### config.mk
export PLATFORM = sky130hd
export DESIGN_NAME = param_updown_counter
export DESIGN_NICKNAME = d
export VERILOG_FILES = /design/src/rtl/param_updown_counter.sv
export SDC_FILE = /design/constraint.sdc
export NUM_CORES = 1
export LEC_CHECK = 0
export CAP_MARGIN = 20
export CORE_AREA = 5 5 42 44
export DETAILED_ROUTE_END_ITERATION = 8
export DIE_AREA = 0 0 47 49
export DONT_BUFFER_PORTS = 1
export GPL_ROUTABILITY_DRIVEN = 0
export PLACE_DENSITY_LB_ADDON = 0.25
export RECOVER_POWER = 100
export SLEW_MARGIN = 30
export SYNTH_ARGS = -nofsm -noshare
export SYNTH_HDL_FRONTEND = slang
export SYNTH_SLANG_ARGS = --single-unit
### constraint.sdc
create_clock -name clk -period 6.18 [get_ports clk]
set_clock_uncertainty 0.1 [all_clocks]
set_input_delay 1.854 -clock clk [delete_from_list [all_inputs] [get_ports clk]]
set_output_delay 1.854 -clock clk [all_outputs]
set_load 0.005 [all_outputs]
### src/rtl/param_updown_counter.sv
// Registered up/down counter over 0..MODULUS-1 with clamped parallel load,
// wrap or saturate at the range ends, registered carry/borrow and live terminal count.
module param_updown_counter #(
  parameter int unsigned WIDTH    = 4,
  parameter int unsigned MODULUS  = 16,
  parameter int unsigned SATURATE = 0
) (
  input  logic             clk,
  input  logic             reset,
  input  logic             load,
  input  logic [WIDTH-1:0] d,
  input  logic             en,
  input  logic             up,
  output logic [WIDTH-1:0] count,
  output logic             c,
  output logic             tc
);

  localparam int unsigned    TOP   = MODULUS - 1;
  localparam logic [WIDTH:0] TOP_X = TOP[WIDTH:0];
  localparam logic [WIDTH:0] ONE_X = {{WIDTH{1'b0}}, 1'b1};

  logic [WIDTH-1:0] count_q, count_d;
  logic             c_q, c_d;
  logic [WIDTH:0]   inc_x, dec_x;

  // One extra bit: overshooting the top and borrowing below zero both show up there.
  assign inc_x = {1'b0, count_q} + ONE_X;
  assign dec_x = {1'b0, count_q} - ONE_X;

  always_comb begin
    count_d = count_q;
    c_d     = 1'b0;
    if (load) begin
      if ({1'b0, d} > TOP_X) count_d = TOP_X[WIDTH-1:0];
      else                   count_d = d;
    end else if (en) begin
      if (up) begin
        if (inc_x > TOP_X) begin
          c_d     = 1'b1;
          count_d = (SATURATE != 0) ? count_q : '0;
        end else begin
          count_d = inc_x[WIDTH-1:0];
        end
      end else begin
        if (dec_x[WIDTH]) begin
          c_d     = 1'b1;
          count_d = (SATURATE != 0) ? count_q : TOP_X[WIDTH-1:0];
        end else begin
          count_d = dec_x[WIDTH-1:0];
        end
      end
    end
  end

  always_ff @(posedge clk or posedge reset) begin
    if (reset) begin
      count_q <= '0;
      c_q     <= 1'b0;
    end else begin
      count_q <= count_d;
      c_q     <= c_d;
    end
  end

  assign count = count_q;
  assign c     = c_q;
  assign tc    = up ? (count_q == TOP_X[WIDTH-1:0]) : (count_q == '0);

endmodule
======== Yosys cells after proc, flatten, opt, wreduce, memory -nomap -nowiden ========
Index checks and enable logic that the tools add are counted.
word-level totals
  bits in registers ....................... 5
  input bits .............................. 9
  output and inout port bits .............. 6
  word-level logic and storage cells ...... 19
cells by class
  add/subtract/negate cells ............... 2
  order comparisons ....................... 1
  equal/unequal tests ..................... 1
  mux-type cells .......................... 11
  reduce and logical (&&, ||, !) cells .... 2
operators by type and width
  operator                                            number
  2-to-1 mux 4 bit                                    5
  2-to-1 mux 1 bit                                    6
  adder 4 x 1 -> 5 bit, second input constant         1
  > comparator 5 x 4 -> 1 bit, second input constant  1
  subtractor 4 x 1 -> 5 bit, second input constant    1
  == test 4 bit, second input constant                1
  zero test 4 bit                                     1
  nonzero test 2 bit                                  1

======== Longest topological paths before layout ========
Gate-level depths: netlist of the first run.
  depth in word-level cells ............... 6
  mapped depth ............................ 6

======== Worst setup path after synthesis of the first run ========
OpenSTA, ideal clock, no wires.
  path type ............................... input -> output
  start ................................... input up
  end ..................................... output tc
  arrival ................................. 2.328 ns
  path slack .............................. 1.898 ns
  stages on the path ...................... 2
  path buffers ............................ 1
  cell sequence ........................... clkbuf_1 mux2i_1
between the ends
  longest elaborated chain between the ends .. 1
ends and longest elaborated chain
  element             line  source
  start: declaration  13    input logic up,
  2-to-1 mux 1 bit    68    assign tc = up ? (count_q == TOP_X[WIDTH-1:0]) : (count_q == '0);
  end: declaration    16    output logic tc
No other way between the ends.

======== Worst setup path in the final report of the first run ========
Ends and elaborated chain as after synthesis.

==> results of run 1 <==
[area by class of cell]
class	instances	area, um^2
clock buffer	4	26.3
fill	151	891
tap	16	20.0
multi-input combinational	45	320
inverter	5	18.8
sequential	5	125
[synthesized netlist by cell type]
master,instances
nand2b_1,3
a22o_1,1
o221ai_1,1
o21ai_0,2
a31oi_1,1
o311ai_0,1
nand4_1,1
dfrtp_1,5
xnor2_1,1
a41o_1,1
nor3_1,1
o21bai_1,1
or3b_2,1
nor2_1,6
xor2_1,1
clkbuf_1,3
nand3_1,2
or4b_4,1
mux2i_1,1
nand2_1,1
a21oi_1,8
inv_1,5
nand3b_1,2
a211o_2,1
buf_6,1
ha_1,4
and4bb_2,1
a21bo_1,2
[flip-flops by register name, indices dropped and copies added, names as in the netlist]
| name | cells |
|---|---|
| c | 1 |
| count | 4 |
[report_power, final]
group	total, mW	switching (mW)	internal (mW)
Sequential	0.0447	0.00855	0.0362
Clock	0.0362	0.0119	0.0243
Combinational	0.0318	0.0163	0.0155
[metal layers]
metal	part of all wire	vias up	wire (um)
met5	0	-	0
met4	0	0	0
met3	0.055	0	60
met2	0.54	10	588
met1	0.40	204	440
li1	-	213	-
[kinds of logic (layout without fill, tap and decap cells)]
logic type	after synthesis	after routing	synth area share
XOR/XNOR	2	2	0.0357
AO/OA/AOI/OAI	19	19	0.265
AND/OR/NAND/NOR	19	19	0.237
flip-flops	5	5	0.255
buffers and inverters	9	9	0.0842
multiplexers	1	1	0.0204
adder cells (fa/ha/maj)	4	4	0.102
[worst max-delay path by stage]
stage,cells past startpoint,from,slack [ns],to
2_1_floorplan,2,up,1.90,tc
3_3_place_gp,1,up,2.16,tc
3_5_place_dp,1,up,2.17,tc
4_1_cts,1,up,2.17,tc
5_1_grt,1,up,2.15,tc
6_report,1,up,2.18,tc
[stage by stage]
| step | utilization | cell area, um^2 |
|---|---|---|
| 6_report | 0.364 | 510 |
| 5_1_grt | 0.364 | 510 |
| 4_1_cts | 0.367 | 514 |
| 3_5_place_dp | 0.348 | 488 |
| 3_3_place_gp | 0.348 | 488 |
| 2_1_floorplan | - | 490 |
==> impl_metrics.yaml, run 1 <==
clock_tree:
  post_cts_buffers: 0
  htreeDepth: 1
  cts_buffers: 3
  cts_resized: 0
  cts_tree: "done"
  cts_sinks: 5
  clk_latency_ns: 0.23
  clockBufferDepth: 2
  cts_root_buf: "clkbuf_4"
  clk_transition_reported_paths_ns: 0.04
  cts_hold_buf: 0
grt:
  grt_usage: 0.103
  use_met2: 0.163
  grt-busiest-layer: "met2"
  gr-usage-met1: 0.0965
  grt-ovfl-total: 0
  met3_usage: 0.0369
  grt_pass1_wl_um: 1700
  antenna_found_initial: 0
  grt_pass1_vias: 414
  grt_max_degree: 11
timing:
  fmax_mhz: 250
  setup_violations: 0
  fin_crit_sh: 0.648
  tightest_slew_ns: 0.364
  whs_ns: 0.684
  fin_crit_ns: 4.00
  setup_tns_ns: 0
  fin_ws_ns: 2.18
  finalHoldViolCount: 0
  maxSlewViolCount: 0
  max_slew_margin: 0.754
  rsz0062_at_grt: "no"
critical_path:
  end_kind: "output pin"
  cpPeakStageDelay_ns: 0.19
  worstPathArrival_ns: 2.05
  ff2ff_path_depth: 6
  worstReg2RegStart: "count[0]"
  cp_top_family: "multiplexers"
  cp-start-kind: "input pin"
  crit_required_ns: 4.23
  path_cells: "mux2i_1"
  critPathBufInv: 0
  rr_endpoint: "count[0]"
  reg2reg_slack_ns: 3.94
  crit_path_max_fanout: 10
  cp_slowest_cell: "mux2i_1"
  crit_type: "in2out"
logic_synthesis:
  ys_ff_latch: 5
  netlist.area_leader.share: 0.255
  yosys-top-cells-area: "dfrtp_1, ha_1, a21oi_1"
  syn_avg_cell_area_um2: 8.31
  yosysSeqAreaShare: 0.255
  yosys.area.top_type: "dfrtp_1"
  ys_types: 28
  yosys_warnings: 0
  synth_fp_nets: 72
  netlist_instances: 59
  syn_area_um2: 490
final_layout:
  final_common_cell: "a21oi_1"
  fin_nets: 73
  layout.cells.non_filler: 75
  diodes: 0
  drive_gt1_frac: 0.102
  final_cell_mix: "a21oi_1, nor2_1, inv_1, dfrtp_1, ha_1"
  synthToLayoutAreaGrowth_pct: 4.08
placement:
  dpl.cell_count: 71
  hpwl_um: 887
  io_buffer_count: 0
  post-place-ws_ns: 2.17
route:
  wirelength_um: 1090
  drt_iter0_markers: 15
  postRouteAntennaNets: 0
  viasPerCell: 5.69
  vias: 427
  drtPass1Iterations: 4
  wire_per_inst_um: 14.5
  drc: 0
hold_path:
  whs_path_depth: 2
  hold_start: "count[0]"
  hold_path_end: "count[0]"
  hold_path_class: "reg2reg"
floorplanning:
  rows: 14
  core_area_mm2: 0.00140
  io_pins: 15
  dieArea_mm2: 0.00230
  fp.dieW_um: 47
  die_h_um: 49
  floorplan.initialDensity: 0.350
run_status:
  outcome: "complete, no violations"
power_and_ir_drop:
  p_leak_nw: 0.227
  p_per_area_mw_per_mm2: 221
  ir_drop_mv: 0.0421
  power_uw: 113
flow_run:
  maxCapViolations: 0
No activity file was read; power rests on OpenSTA's default activity.
==> inputs of run 2 (changes only) <==
==> constraint.sdc (replaced) <==
create_clock -name clk -period 3.55 [get_ports clk]
set_clock_uncertainty 0.1 [all_clocks]
set_input_delay 1.065 -clock clk [delete_from_list [all_inputs] [get_ports clk]]
set_output_delay 1.065 -clock clk [all_outputs]
set_load 0.005 [all_outputs]
==> impl_metrics.yaml, run 2 (same netlist as run 1, synthesis figures left out) <==
final_layout:
  synthToLayoutAreaGrowth_pct: 4.08
  drive_gt1_frac: 0.102
  n_fill_cell: 157
  largest_register_ff_count: 4
  diodes: 0
  layout.cells.non_filler: 75
  fin_nets: 73
  final_cell_mix: "a21oi_1, nor2_1, inv_1, dfrtp_1, ha_1"
  final_common_cell: "a21oi_1"
grt:
  grt_usage: 0.108
  grt-ovfl-total: 0
  grt_max_degree: 11
  grt_pass1_wl_um: 1750
  grt_pass1_vias: 398
  antenna_found_initial: 0
clock_tree:
  htreeDepth: 1
  cts_resized: 0
  cts_root_buf: "clkbuf_4"
  cts_hold_buf: 0
  clk_transition_reported_paths_ns: 0.04
  cts_tree: "done"
  cts_sinks: 5
  clk_latency_ns: 0.24
  post_cts_buffers: 0
  clockBufferDepth: 2
  cts_buffers: 3
critical_path:
  crit_type: "reg2out"
  cp-start-kind: "flip-flop"
  crit_required_ns: 2.38
  worstPathArrival_ns: 1.39
  crit_path_max_fanout: 8
  reg2reg_slack_ns: 1.32
  end_kind: "output pin"
  path_cells: "ha_1 -> nand3_1 -> mux2i_1"
  cp_slowest_cell: "dfrtp_1"
  cpPeakStageDelay_ns: 0.50
timing:
  setup_tns_ns: 0
  fin_crit_ns: 2.56
  tightest_slew_ns: 0.418
  finalHoldViolCount: 0
  fmax_mhz: 391
  rsz0062_at_grt: "no"
  maxSlewViolCount: 0
  setup_violations: 0
  max_slew_margin: 0.718
  fin_crit_sh: 0.721
route:
  postRouteAntennaNets: 0
  wirelength_um: 1240
  drc: 0
  drt_iter0_markers: 6
  wire_per_inst_um: 16.5
  drtPass1Iterations: 4
  vias: 439
  viasPerCell: 5.85
hold_path:
  hold_path_class: "in2async"
floorplanning:
  die_h_um: 49
  core_area_mm2: 0.00140
  dieArea_mm2: 0.00230
  rows: 14
  io_pins: 15
  floorplan.initialDensity: 0.350
  fp.dieW_um: 47
placement:
  hpwl_um: 980
  io_buffer_count: 0
  dpl.cell_count: 71
flow_run:
  maxCapViolations: 0
power_and_ir_drop:
  p_per_area_mw_per_mm2: 394
  p_leak_nw: 0.227
  ir_drop_mv: 0.0857
run_status:
  outcome: "complete, no violations"
## run 2: report_power, final
part / internal, mW / leakage, nW / switching [mW]
clock network: 0.0425 / 0.0150 / 0.0241
logic: 0.0271 / 0.151 / 0.0290
registers: 0.0629 / 0.0610 / 0.0154
total: 0.133 / 0.227 / 0.0686
## run 2: final cells by class
cell class	instances	area, um^2	share of cell area
sequential	5	125	0.245
multi-input combinational	45	320	0.627
tap	16	20.0	0.0392
inverter	5	18.8	0.0368
clock buffer	4	26.3	0.0515
## run 2: final timing paths
path,startpoint,endpoint,cells past startpoint
worst min register to register,count[0],count[0],2
min in group clk,count[0],count[0],2
worst min-delay path,reset,count[3],1
worst max-delay path,count[0],tc,3
max in group asynchronous,reset,c,1
worst max register to register,count[0],count[0],6
## run 2: per-stage QoR
| stage | power, mW | worst slack [ns] | util | hold WS, ns | cell area [um^2] |
|---|---|---|---|---|---|
| floorplan | 0.128 | 0.846 | - | 0.605 | 490 |
| global placement | 0.136 | 1.11 | 0.348 | 0.677 | 488 |
| detailed placement | 0.137 | 1.11 | 0.348 | 0.701 | 488 |
| CTS | 0.203 | 0.962 | 0.367 | 0.511 | 514 |
| global route | 0.214 | 0.883 | 0.364 | 0.510 | 510 |
| finish | 0.201 | 0.992 | 0.364 | 0.506 | 510 |
## run 2: critical path: cells and delay by family, from the launching register on
kind                     cells  cell delay, ns
adder cells (fa/ha/maj)      1            0.27
flip-flops                   1            0.50
multiplexers                 1            0.22
AND/OR/NAND/NOR              1            0.16
## run 2: layer usage
metal	vias to the layer above	GRT usage	routed length, um
met2	8	0.158	621
met5	-	0	0
met1	219	0.119	569
met4	0	0.0922	0
li1	212	-	-
met3	0	0.0369	47
==> inputs of run 3 (changes only) <==
==> constraint.sdc (replaced) <==
create_clock -name clk -period 2.6 [get_ports clk]
set_clock_uncertainty 0.1 [all_clocks]
set_input_delay 0.78 -clock clk [delete_from_list [all_inputs] [get_ports clk]]
set_output_delay 0.78 -clock clk [all_outputs]
set_load 0.005 [all_outputs]
==> impl_metrics.yaml, run 3 (same netlist as run 1, synthesis figures left out) <==
timing:
  fin_crit_ns: 2.27
  fmax_mhz: 440
  max_slew_margin: 0.692
  setup_tns_ns: 0
  rsz0062_at_grt: "no"
  fin_crit_sh: 0.873
  maxSlewViolCount: 0
  setup_violations: 0
  finalHoldViolCount: 0
  tightest_slew_ns: 0.457
final_layout:
  synthToLayoutAreaGrowth_pct: 4.08
  final_common_cell: "a21oi_1"
  seq_area_um2: 125
  multi_input_area_um2: 320
  largest_register_ff_count: 4
  final_cell_mix: "a21oi_1, nor2_1, inv_1, dfrtp_1, ha_1"
  n_fill_cell: 155
  final_core_util: 0.364
  fin_nets: 73
  drive_gt1_frac: 0.102
  diodes: 0
floorplanning:
  fp.dieW_um: 47
  io_pins: 15
  rows: 14
  core_area_mm2: 0.00140
  dieArea_mm2: 0.00230
  floorplan.initialDensity: 0.350
  die_h_um: 49
critical_path:
  path_cells: "ha_1 -> nand3_1 -> mux2i_1"
  startpoint: "count[1]"
  worstReg2RegStart: "count[0]"
  crit_required_ns: 1.72
  cp-start-kind: "flip-flop"
  cpPeakStageDelay_ns: 0.48
  reg2reg_slack_ns: 0.41
  crit_type: "reg2out"
  cp_top_family: "flip-flops"
  cp.depth: 3
  rr_endpoint: "count[0]"
  ff2ff_path_depth: 6
  cp_slowest_cell: "dfrtp_1"
  critPathBufInv: 0
  crit_path_max_fanout: 7
  crit_end: "tc"
  worstPathArrival_ns: 1.39
  end_kind: "output pin"
flow_run:
  maxCapViolations: 0
clock_tree:
  cts_tree: "done"
  cts_resized: 0
  cts_sinks: 5
  clk_latency_ns: 0.23
  cts_buffers: 3
  post_cts_buffers: 0
  htreeDepth: 1
  clk_transition_reported_paths_ns: 0.04
  clockBufferDepth: 2
  cts_hold_buf: 0
  cts_root_buf: "clkbuf_4"
power_and_ir_drop:
  ir_drop_mv: 0.0989
  p_int_uw: 181
  power_uw: 271
  switchingPower_uw: 89.7
  comb_power_share: 0.285
  p_sw_frac: 0.331
  p_per_area_mw_per_mm2: 530
  seqPwrFrac: 0.393
  clkPwrFrac: 0.321
  p_leak_nw: 0.227
placement:
  hpwl_um: 908
  io_buffer_count: 0
route:
  drc: 0
  vias: 448
  wire_per_inst_um: 14.8
  viasPerCell: 5.97
  drt_iter0_markers: 6
  wirelength_um: 1110
  postRouteAntennaNets: 0
  drtPass1Iterations: 2
hold_path:
  hold_path_class: "in2async"
grt:
  grt_max_degree: 11
  grt_pass1_vias: 461
  grt_usage: 0.111
  grt_pass1_wl_um: 1850
  antenna_found_initial: 0
  grt-ovfl-total: 0
run_status:
  outcome: "complete, no violations"
run 3: cell counts in the layout (fill, tap and decap cells not counted):
No cell type changed its count.
run 3: how the worst min path moves through the flow:
stage	from	end	slack, ns	depth (start not counted)
floorplan	reset	c	0.46	1
global placement	reset	count[2]	0.47	1
detailed placement	reset	count[3]	0.47	1
CTS	reset	count[3]	0.22	1
global route	reset	c	0.22	1
finish	reset	count[3]	0.22	1
run 3: layer usage:
| metal | up-vias | track usage | share of wire |
|---|---|---|---|
| met5 | - | 0 | 0 |
| met4 | 0 | 0.101 | 0.018 |
| met3 | 2 | 0.0295 | 0.032 |
| met2 | 9 | 0.183 | 0.55 |
| met1 | 223 | 0.103 | 0.40 |
| li1 | 214 | - | - |
run 3: worst register-to-register path, cell delays in order (launching register included):
cell and delay, ns:
dfrtp_1 0.47, inv_1 0.16, ha_1 0.36, nand2b_1 0.07, or4b_1 0.51, a21bo_1 0.23
a21bo_1 0.17
run 3: final cells by class:
| class | count | share of cell area |
|---|---|---|
| clock buffer | 4 | 0.0515 |
| multi-input combinational | 45 | 0.627 |
| tap | 16 | 0.0392 |
| inverter | 5 | 0.0368 |
| sequential | 5 | 0.245 |
run 3: power by group through the flow:
| stage | Clock (mW) | Sequential, mW | Combinational [mW] |
|---|---|---|---|
| 3_5_place_dp | 0 | 0.108 | 0.0781 |
| 3_3_place_gp | 0 | 0.107 | 0.0788 |
| 4_1_cts | 0.0910 | 0.106 | 0.0787 |
| 6_report | 0.0870 | 0.106 | 0.0771 |
| 2_1_floorplan | 0 | 0.0963 | 0.0789 |
| 5_1_grt | 0.0979 | 0.109 | 0.0873 |
run 3: through the flow:
step                setup WS (ns)  instance area, um^2  std cells  hold slack [ns]
finish                      0.330                  510         75            0.224
global route                0.217                  510         75            0.216
CTS                         0.310                  514         75            0.222
detailed placement          0.446                  488         71            0.473
global placement            0.501                  488         71            0.473
floorplan                   0.466                  490         59            0.459
